### src/rtl/decode_stage_pipe.sv
// Registered MIPS decode stage with valid/ready handshakes on both sides.
// Inserts one-cycle load-use bubbles, honours flush, flags illegal encodings.
module decode_stage_pipe #(
  parameter int DATA_W     = 32,
  parameter int REG_ADDR_W = 5,
  parameter int ALU_CTRL_W = 4,
  parameter int HAZARD_EN  = 1
) (
  input  logic                  clk,
  input  logic                  rst_n,
  input  logic                  in_valid,
  output logic                  in_ready,
  input  logic [DATA_W-1:0]     instr,
  input  logic [DATA_W-1:0]     pc,
  input  logic                  flush,
  output logic                  out_valid,
  input  logic                  out_ready,
  output logic [DATA_W-1:0]     out_pc,
  output logic [REG_ADDR_W-1:0] rs,
  output logic [REG_ADDR_W-1:0] rt,
  output logic [REG_ADDR_W-1:0] wr_reg,
  output logic [4:0]            shamt,
  output logic [DATA_W-1:0]     imm_ext,
  output logic [DATA_W-1:0]     jump_target,
  output logic [ALU_CTRL_W-1:0] alu_ctr,
  output logic                  alu_src,
  output logic                  reg_write,
  output logic                  mem_read,
  output logic                  mem_write,
  output logic                  branch,
  output logic                  branch_ne,
  output logic                  jump,
  output logic                  link,
  output logic                  illegal
);

  localparam logic [ALU_CTRL_W-1:0] ALU_ADD = ALU_CTRL_W'(4'b0000);
  localparam logic [ALU_CTRL_W-1:0] ALU_SUB = ALU_CTRL_W'(4'b0001);
  localparam logic [ALU_CTRL_W-1:0] ALU_SLL = ALU_CTRL_W'(4'b0100);
  localparam logic [ALU_CTRL_W-1:0] ALU_SLT = ALU_CTRL_W'(4'b0111);
  localparam logic [ALU_CTRL_W-1:0] ALU_AND = ALU_CTRL_W'(4'b1001);
  localparam logic [ALU_CTRL_W-1:0] ALU_OR  = ALU_CTRL_W'(4'b1010);
  localparam logic [ALU_CTRL_W-1:0] ALU_NOR = ALU_CTRL_W'(4'b1100);

  logic [5:0]            op;
  logic [5:0]            fn;
  logic [REG_ADDR_W-1:0] in_rs;
  logic [REG_ADDR_W-1:0] in_rt;

  assign op    = instr[31:26];
  assign fn    = instr[5:0];
  assign in_rs = REG_ADDR_W'(instr[25:21]);
  assign in_rt = REG_ADDR_W'(instr[20:16]);

  logic [ALU_CTRL_W-1:0] d_alu;
  logic [REG_ADDR_W-1:0] d_wr;
  logic d_src, d_rw, d_mr, d_mw, d_br, d_bne;
  logic d_j, d_link, d_ill, d_zext;

  always_comb begin
    d_alu  = ALU_ADD;
    d_wr   = in_rt;
    d_src  = 1'b0;
    d_rw   = 1'b0;
    d_mr   = 1'b0;
    d_mw   = 1'b0;
    d_br   = 1'b0;
    d_bne  = 1'b0;
    d_j    = 1'b0;
    d_link = 1'b0;
    d_ill  = 1'b0;
    d_zext = 1'b0;
    unique case (op)
      6'b000000: begin
        d_wr = REG_ADDR_W'(instr[15:11]);
        d_rw = 1'b1;
        unique case (fn)
          6'b100000, 6'b100001: d_alu = ALU_ADD;
          6'b100010, 6'b100011: d_alu = ALU_SUB;
          6'b100100: d_alu = ALU_AND;
          6'b100101: d_alu = ALU_OR;
          6'b100111: d_alu = ALU_NOR;
          6'b101010: d_alu = ALU_SLT;
          6'b000000: d_alu = ALU_SLL;
          default: begin
            d_ill = 1'b1;
            d_rw  = 1'b0;
          end
        endcase
      end
      6'b001000, 6'b001001: begin
        d_src = 1'b1;
        d_rw  = 1'b1;
      end
      6'b001010: begin
        d_alu = ALU_SLT;
        d_src = 1'b1;
        d_rw  = 1'b1;
      end
      6'b001100: begin
        d_alu  = ALU_AND;
        d_src  = 1'b1;
        d_rw   = 1'b1;
        d_zext = 1'b1;
      end
      6'b001101: begin
        d_alu  = ALU_OR;
        d_src  = 1'b1;
        d_rw   = 1'b1;
        d_zext = 1'b1;
      end
      6'b100011: begin
        d_src = 1'b1;
        d_rw  = 1'b1;
        d_mr  = 1'b1;
      end
      6'b101011: begin
        d_src = 1'b1;
        d_mw  = 1'b1;
      end
      6'b000100: begin
        d_alu = ALU_SUB;
        d_br  = 1'b1;
      end
      6'b000101: begin
        d_alu = ALU_SUB;
        d_br  = 1'b1;
        d_bne = 1'b1;
      end
      6'b000010: d_j = 1'b1;
      6'b000011: begin
        d_j    = 1'b1;
        d_link = 1'b1;
        d_rw   = 1'b1;
        d_wr   = REG_ADDR_W'(31);
      end
      default: d_ill = 1'b1;
    endcase
  end

  // Only formats that actually source rt may stall on a match against it.
  logic reads_rt;
  logic hazard;
  logic slot_free;
  logic take;

  assign reads_rt = (op == 6'b000000) | (op == 6'b000100) |
                    (op == 6'b000101) | (op == 6'b101011);

  assign hazard = (HAZARD_EN != 0) & out_valid & mem_read &
                  (wr_reg != '0) & in_valid &
                  ((wr_reg == in_rs) | ((wr_reg == in_rt) & reads_rt));

  assign slot_free = ~out_valid | out_ready;
  assign in_ready  = slot_free & ~hazard & ~flush;
  assign take      = in_valid & in_ready;

  always_ff @(posedge clk) begin
    if (!rst_n) begin
      out_valid   <= 1'b0;
      out_pc      <= '0;
      rs          <= '0;
      rt          <= '0;
      wr_reg      <= '0;
      shamt       <= '0;
      imm_ext     <= '0;
      jump_target <= '0;
      alu_ctr     <= '0;
      alu_src     <= 1'b0;
      reg_write   <= 1'b0;
      mem_read    <= 1'b0;
      mem_write   <= 1'b0;
      branch      <= 1'b0;
      branch_ne   <= 1'b0;
      jump        <= 1'b0;
      link        <= 1'b0;
      illegal     <= 1'b0;
    end else if (flush) begin
      out_valid <= 1'b0;
    end else if (slot_free) begin
      out_valid <= take;
      if (take) begin
        out_pc      <= pc;
        rs          <= in_rs;
        rt          <= in_rt;
        wr_reg      <= d_wr;
        shamt       <= instr[10:6];
        imm_ext     <= d_zext ? DATA_W'({16'h0, instr[15:0]})
                              : DATA_W'({{16{instr[15]}}, instr[15:0]});
        jump_target <= DATA_W'({pc[31:28], instr[25:0], 2'b00});
        alu_ctr     <= d_alu;
        alu_src     <= d_src;
        reg_write   <= d_rw;
        mem_read    <= d_mr;
        mem_write   <= d_mw;
        branch      <= d_br;
        branch_ne   <= d_bne;
        jump        <= d_j;
        link        <= d_link;
        illegal     <= d_ill;
      end
    end
  end

endmodule
### config.mk
export PLATFORM = sky130hd
export DESIGN_NAME = decode_stage_pipe
export DESIGN_NICKNAME = d
export VERILOG_FILES = /design/src/rtl/decode_stage_pipe.sv
export SDC_FILE = /design/constraint.sdc
export NUM_CORES = 1
export LEC_CHECK = 0
export CORE_MARGIN = 8
export CORE_UTILIZATION = 30
export CTS_CLUSTER_SIZE = 25
export DETAILED_ROUTE_END_ITERATION = 16
export GPL_TIMING_DRIVEN = 1
export PLACE_DENSITY = 0.67
export SKIP_LAST_GASP = 1
export SLEW_MARGIN = 0
export SYNTH_ARGS = -nofsm -noshare
export SYNTH_HDL_FRONTEND = slang
export SYNTH_SLANG_ARGS = --single-unit
### constraint.sdc
create_clock -name clk -period 2.99 [get_ports clk]
set_input_delay 0.897 -clock clk [delete_from_list [all_inputs] [get_ports clk]]
set_output_delay 0.897 -clock clk [all_outputs]
set_load 0.05 [all_outputs]
==> qor.log <==
[sta] Final period util 98.14%
[synthesis] dominant combinational cell family by area after synthesis compound AO/OA/AOI/OAI gates
[floorplan] count of pins on the block boundary 200
[synthesis] post-synthesis simple-gate area fraction 18.14%
[floorplan] floorplan core area 0.01319 sq mm
[sta] endpoints failing hold 0
[grt] global routing usage on met3 6.707%
[drt] initial drt markers 189
[clock_tree] buffer depth of the longest clock path 2
[grt] met2 Track Usage GR 28.13%
[worst_hold_path] type of the worst min-delay path flop to flop
[synthesis] largest area contributor in the netlist sky130_fd_sc_hd__dfxtp_1
[synthesis] area share of the leading cell type in the synthesized netlist 38.64%
[worst_setup_path] required time at the endpoint of the critical path 2.09 ns
[floorplan] die width 132.1 um
[grt] vias in the first global route 4,483
[sta] fmax 0.3408 GHz
[synthesis] count of flip-flops with a built-in enable after synthesis 0
[clock_tree] clock buffer count from CTS 9
[grt] largest net degree at the start of global routing 65
[worst_setup_path] kind of end point of the critical path output port
[worst_setup_path] delay of the slowest critical-path stage 0.30 ns
[drt] DRT Pass-1 Iters 4
[worst_setup_path] CP arrival 2.04 ns
[layout] area added between synthesis and finish 57.15%
[clock_tree] H-tree depth 3
[worst_setup_path] cell-by-cell trace of the critical path clkdlybuf4s15_1 > xor2_1 > nor4_2 > and4_4 > nor4_4 > buf_6
[drt] drc violations 0
[worst_setup_path] library cell contributing the largest single delay on the critical path sky130_fd_sc_hd__nor4_4
[drt] wire length per cell 17.80 um
[synthesis] share of the yosys chip area belonging to registers 38.64%
[drt] final WL 14.86 mm
[grt] aggregate global routing overflow 0
[synthesis] adder-cell share of the synthesized area 0%
[synthesis] top_reg_cell synth sky130_fd_sc_hd__dfxtp_1
[layout] ratio of cells with drive above 1 in the final layout 12.29%
[synthesis] count of unique library cells instantiated by Yosys 55
[floorplan] Starting Density 30.64%
[synthesis] Mapped Area 0.004041 sq mm
[power_and_ir_drop] standby leakage power 2.333 nW
[placed_design] GPL Wtd Cong 0.8662
[power_and_ir_drop] combinational share of power 25.2%
[sta] shortest clock period the worst path allows after layout 2.934 ns
[floorplan] standard-cell row count 42
[floorplan] Die Ht 132.1 um
[clock_tree] sinks on the clock net 78
[power_and_ir_drop] switching power 0.9350 mW
[layout] Non-Filler Instances 835
[layout] most common cell after layout, fill and taps aside sky130_fd_sc_hd__clkdlybuf4s50_1
[sta] skew final 0.008306 ns
[synthesis] flip-flop and latch count after synthesis 78
[power_and_ir_drop] clock network power share 38.4%
[synthesis] top post-synthesis cells by area sky130_fd_sc_hd__dfxtp_1 39%, sky130_fd_sc_hd__buf_4 10%, sky130_fd_sc_hd__a21oi_1 8.7%
[layout] Antenna diodes 0
[drt] Routed Antenna Nets 0
[grt] layer with the highest usage after global routing met2
[synthesis] xor-xnor portion of the synthesized cell area 2.167%
[power_and_ir_drop] total power density per cell area 486.3 mW/mm^2
[synthesis] synthesized area per cell 8.035 sq um
[layout] finished layout cell area 0.006351 sq mm
[worst_setup_path] maximum net fanout on the critical path 2
[layout] register area 0.001562 sq mm
[synthesis] multiplexer fraction of the synthesized cell area 2.972%
[synthesis] Syn. warnings 0
[sta] Final Slew Violations 0
[layout] top library cells by usage in the layout, fill and taps aside 179 x sky130_fd_sc_hd__clkdlybuf4s50_1, 78 x sky130_fd_sc_hd__dfxtp_1, 69 x sky130_fd_sc_hd__a21oi_1
[grt] global-route track usage on met1 18.42%
[synthesis] share of flip-flops with an asynchronous set or reset 0%
[layout] count of fill cells added during filler insertion 1,253
[drt] DR vias 4,289
[power_and_ir_drop] internal power of the cells 2.154 mW
[clock_tree] root buffer selected by CTS sky130_fd_sc_hd__clkbuf_16
[sta] Slew headroom 60.41%
[layout] area occupied by multi-input gates 0.001957 sq mm
[worst_setup_path] Setup Crit Path Kind input port to output port
[placed_design] dpl cells 815
[synthesis] instance count of the mapped netlist 503
[worst_setup_path] Worst path top cell family by delay simple AND/OR/NAND/NOR gates
[power_and_ir_drop] total design power 3.089 mW
[worst_setup_path] Critical path buffers and inverters 2
[clock_tree] worst skew pair latency 0.34 ns
[clock_tree] CTS clock-pin slew for the worst setup and hold paths 0.06 ns
[clock_tree] number of buffers added to fix hold violations after cts 0
[worst_setup_path] startpoint type of the worst setup path input port
[grt] number of antenna violations at the first check in global routing 0
[floorplan] die area 0.01744 sq mm
[sta] Worst Tran Pin Value 0.5938 ns
[power_and_ir_drop] net switching fraction of the power 30.27%
[placed_design] Detailed Place HPWL 10.73 mm
[clock_tree] clock tree from TritonCTS done
[layout] max FFs per register 32
[placed_design] total cell area at the placement stage 0.005992 sq mm
[power_and_ir_drop] sequential share of power 36.4%
[sta] unrepaired setup endpoints after global routing no
[outcome] run status finished clean
[layout] final cell utilization of the core 48.15%
[grt] wire length of the first global-routing pass 23.68 mm
[sta] final count of negative-setup-slack endpoints 0
[run] number of max-cap violations 0
[placed_design] Port Buf Inserts 197
[power_and_ir_drop] worst supply voltage drop on vdd 295.4 uV
[grt] total global-route track usage 16.52%
[synthesis] area fraction in compound gates after synthesis 22.91%
[drt] drt via density 5.137
[layout] net count of the finished layout 724
cells by family after synthesis:
| kind of cell | count (synthesis) |
|---|---|
| AO/OA/AOI/OAI | 163 |
| XOR/XNOR | 10 |
| buffers and inverters | 103 |
| flip-flops | 78 |
| multiplexers | 12 |
| other | 1 |
| AND/OR/NAND/NOR | 136 |
through the flow:
stage	setup WS, ns	TNS, ns	hold WS, ns
final	0.05564	0	0.4658
after global routing	0.001771	0	0.5013
after CTS	0.0008173	0	0.4671
after detailed placement	-0.3152	-8.033	0.4591
after global placement	-0.2883	-3.419	0.4500
after floorplan	-0.1299	-0.1299	0.6772
final timing paths:
kind	end	depth (start not counted)	from	slack [ns]
worst max-delay path	in_ready	6	instr[20]	0.06
worst min-delay path	branch	2	branch	0.47
worst max register to register	jump	6	wr_reg[2]	0.72
worst min register to register	branch	2	branch	0.47
per-layer routing:
layer / part of all wire (%) / vias to the layer above
li1: - / 2048
met1: 43 / 2049
met2: 47 / 176
met3: 7.9 / 16
met4: 1.8 / 0
met5: 0 / -
timing repair:
action / in CTS / in global routing
setup buffers: 4 / 1
hold endpoints to repair: 0 / 0
gates resized for setup: 24 / 18
pin swaps: 7 / 5
setup endpoints to repair: 1 / 1
power by group through the flow:
stage               combinational, mW  clock [mW]  sequential [mW]
floorplan                       0.342           0             1.30
CTS                             0.784        1.21             1.12
global placement                0.772           0             1.14
finish                          0.780        1.18             1.12
detailed placement              0.779           0             1.15
global route                    0.820        1.25             1.13
worst reg2reg max path, cell delays in order (launching register included):
cell and delay, ns:
sky130_fd_sc_hd__dfxtp_1 0.46, sky130_fd_sc_hd__xor2_1 0.13, sky130_fd_sc_hd__nor4_2 0.31, sky130_fd_sc_hd__and4_4 0.29, sky130_fd_sc_hd__buf_4 0.49, sky130_fd_sc_hd__nor2_1 0.22, sky130_fd_sc_hd__a41o_1 0.27
cell type report:
cell class,count,share of cell area [%]
clock inverters,3,1.064
repair buffers,237,35.68
well taps,176,3.467
flip-flops and latches,78,24.59
inverters,6,0.3546
multi-input cells,323,30.81
clock buffers,12,4.039
cells in the mapped netlist, types with 2 or more instances:
| library cell | instances |
|---|---|
| sky130_fd_sc_hd__o221ai_1 | 5 |
| sky130_fd_sc_hd__a21oi_1 | 70 |
| sky130_fd_sc_hd__nor2b_1 | 4 |
| sky130_fd_sc_hd__nor3_1 | 8 |
| sky130_fd_sc_hd__nand4b_1 | 2 |
| sky130_fd_sc_hd__nor4_1 | 4 |
| sky130_fd_sc_hd__nand2b_1 | 2 |
| sky130_fd_sc_hd__a32oi_1 | 2 |
| sky130_fd_sc_hd__xor2_1 | 6 |
| sky130_fd_sc_hd__nor2_1 | 16 |
| sky130_fd_sc_hd__nand2_1 | 17 |
| sky130_fd_sc_hd__and3_1 | 2 |
| sky130_fd_sc_hd__xnor2_1 | 4 |
| sky130_fd_sc_hd__dfxtp_1 | 78 |
| sky130_fd_sc_hd__buf_2 | 10 |
| sky130_fd_sc_hd__clkbuf_1 | 27 |
| sky130_fd_sc_hd__inv_1 | 4 |
| sky130_fd_sc_hd__a211oi_1 | 3 |
| sky130_fd_sc_hd__buf_4 | 54 |
| sky130_fd_sc_hd__nand4_1 | 3 |
| sky130_fd_sc_hd__mux2i_1 | 12 |
| sky130_fd_sc_hd__a2bb2oi_1 | 5 |
| sky130_fd_sc_hd__nand3_1 | 64 |
| sky130_fd_sc_hd__o211ai_1 | 2 |
| sky130_fd_sc_hd__o21a_1 | 2 |
| sky130_fd_sc_hd__nor3b_1 | 2 |
| sky130_fd_sc_hd__buf_1 | 5 |
| sky130_fd_sc_hd__o21ai_0 | 63 |
(Power assumes the default switching activity.)
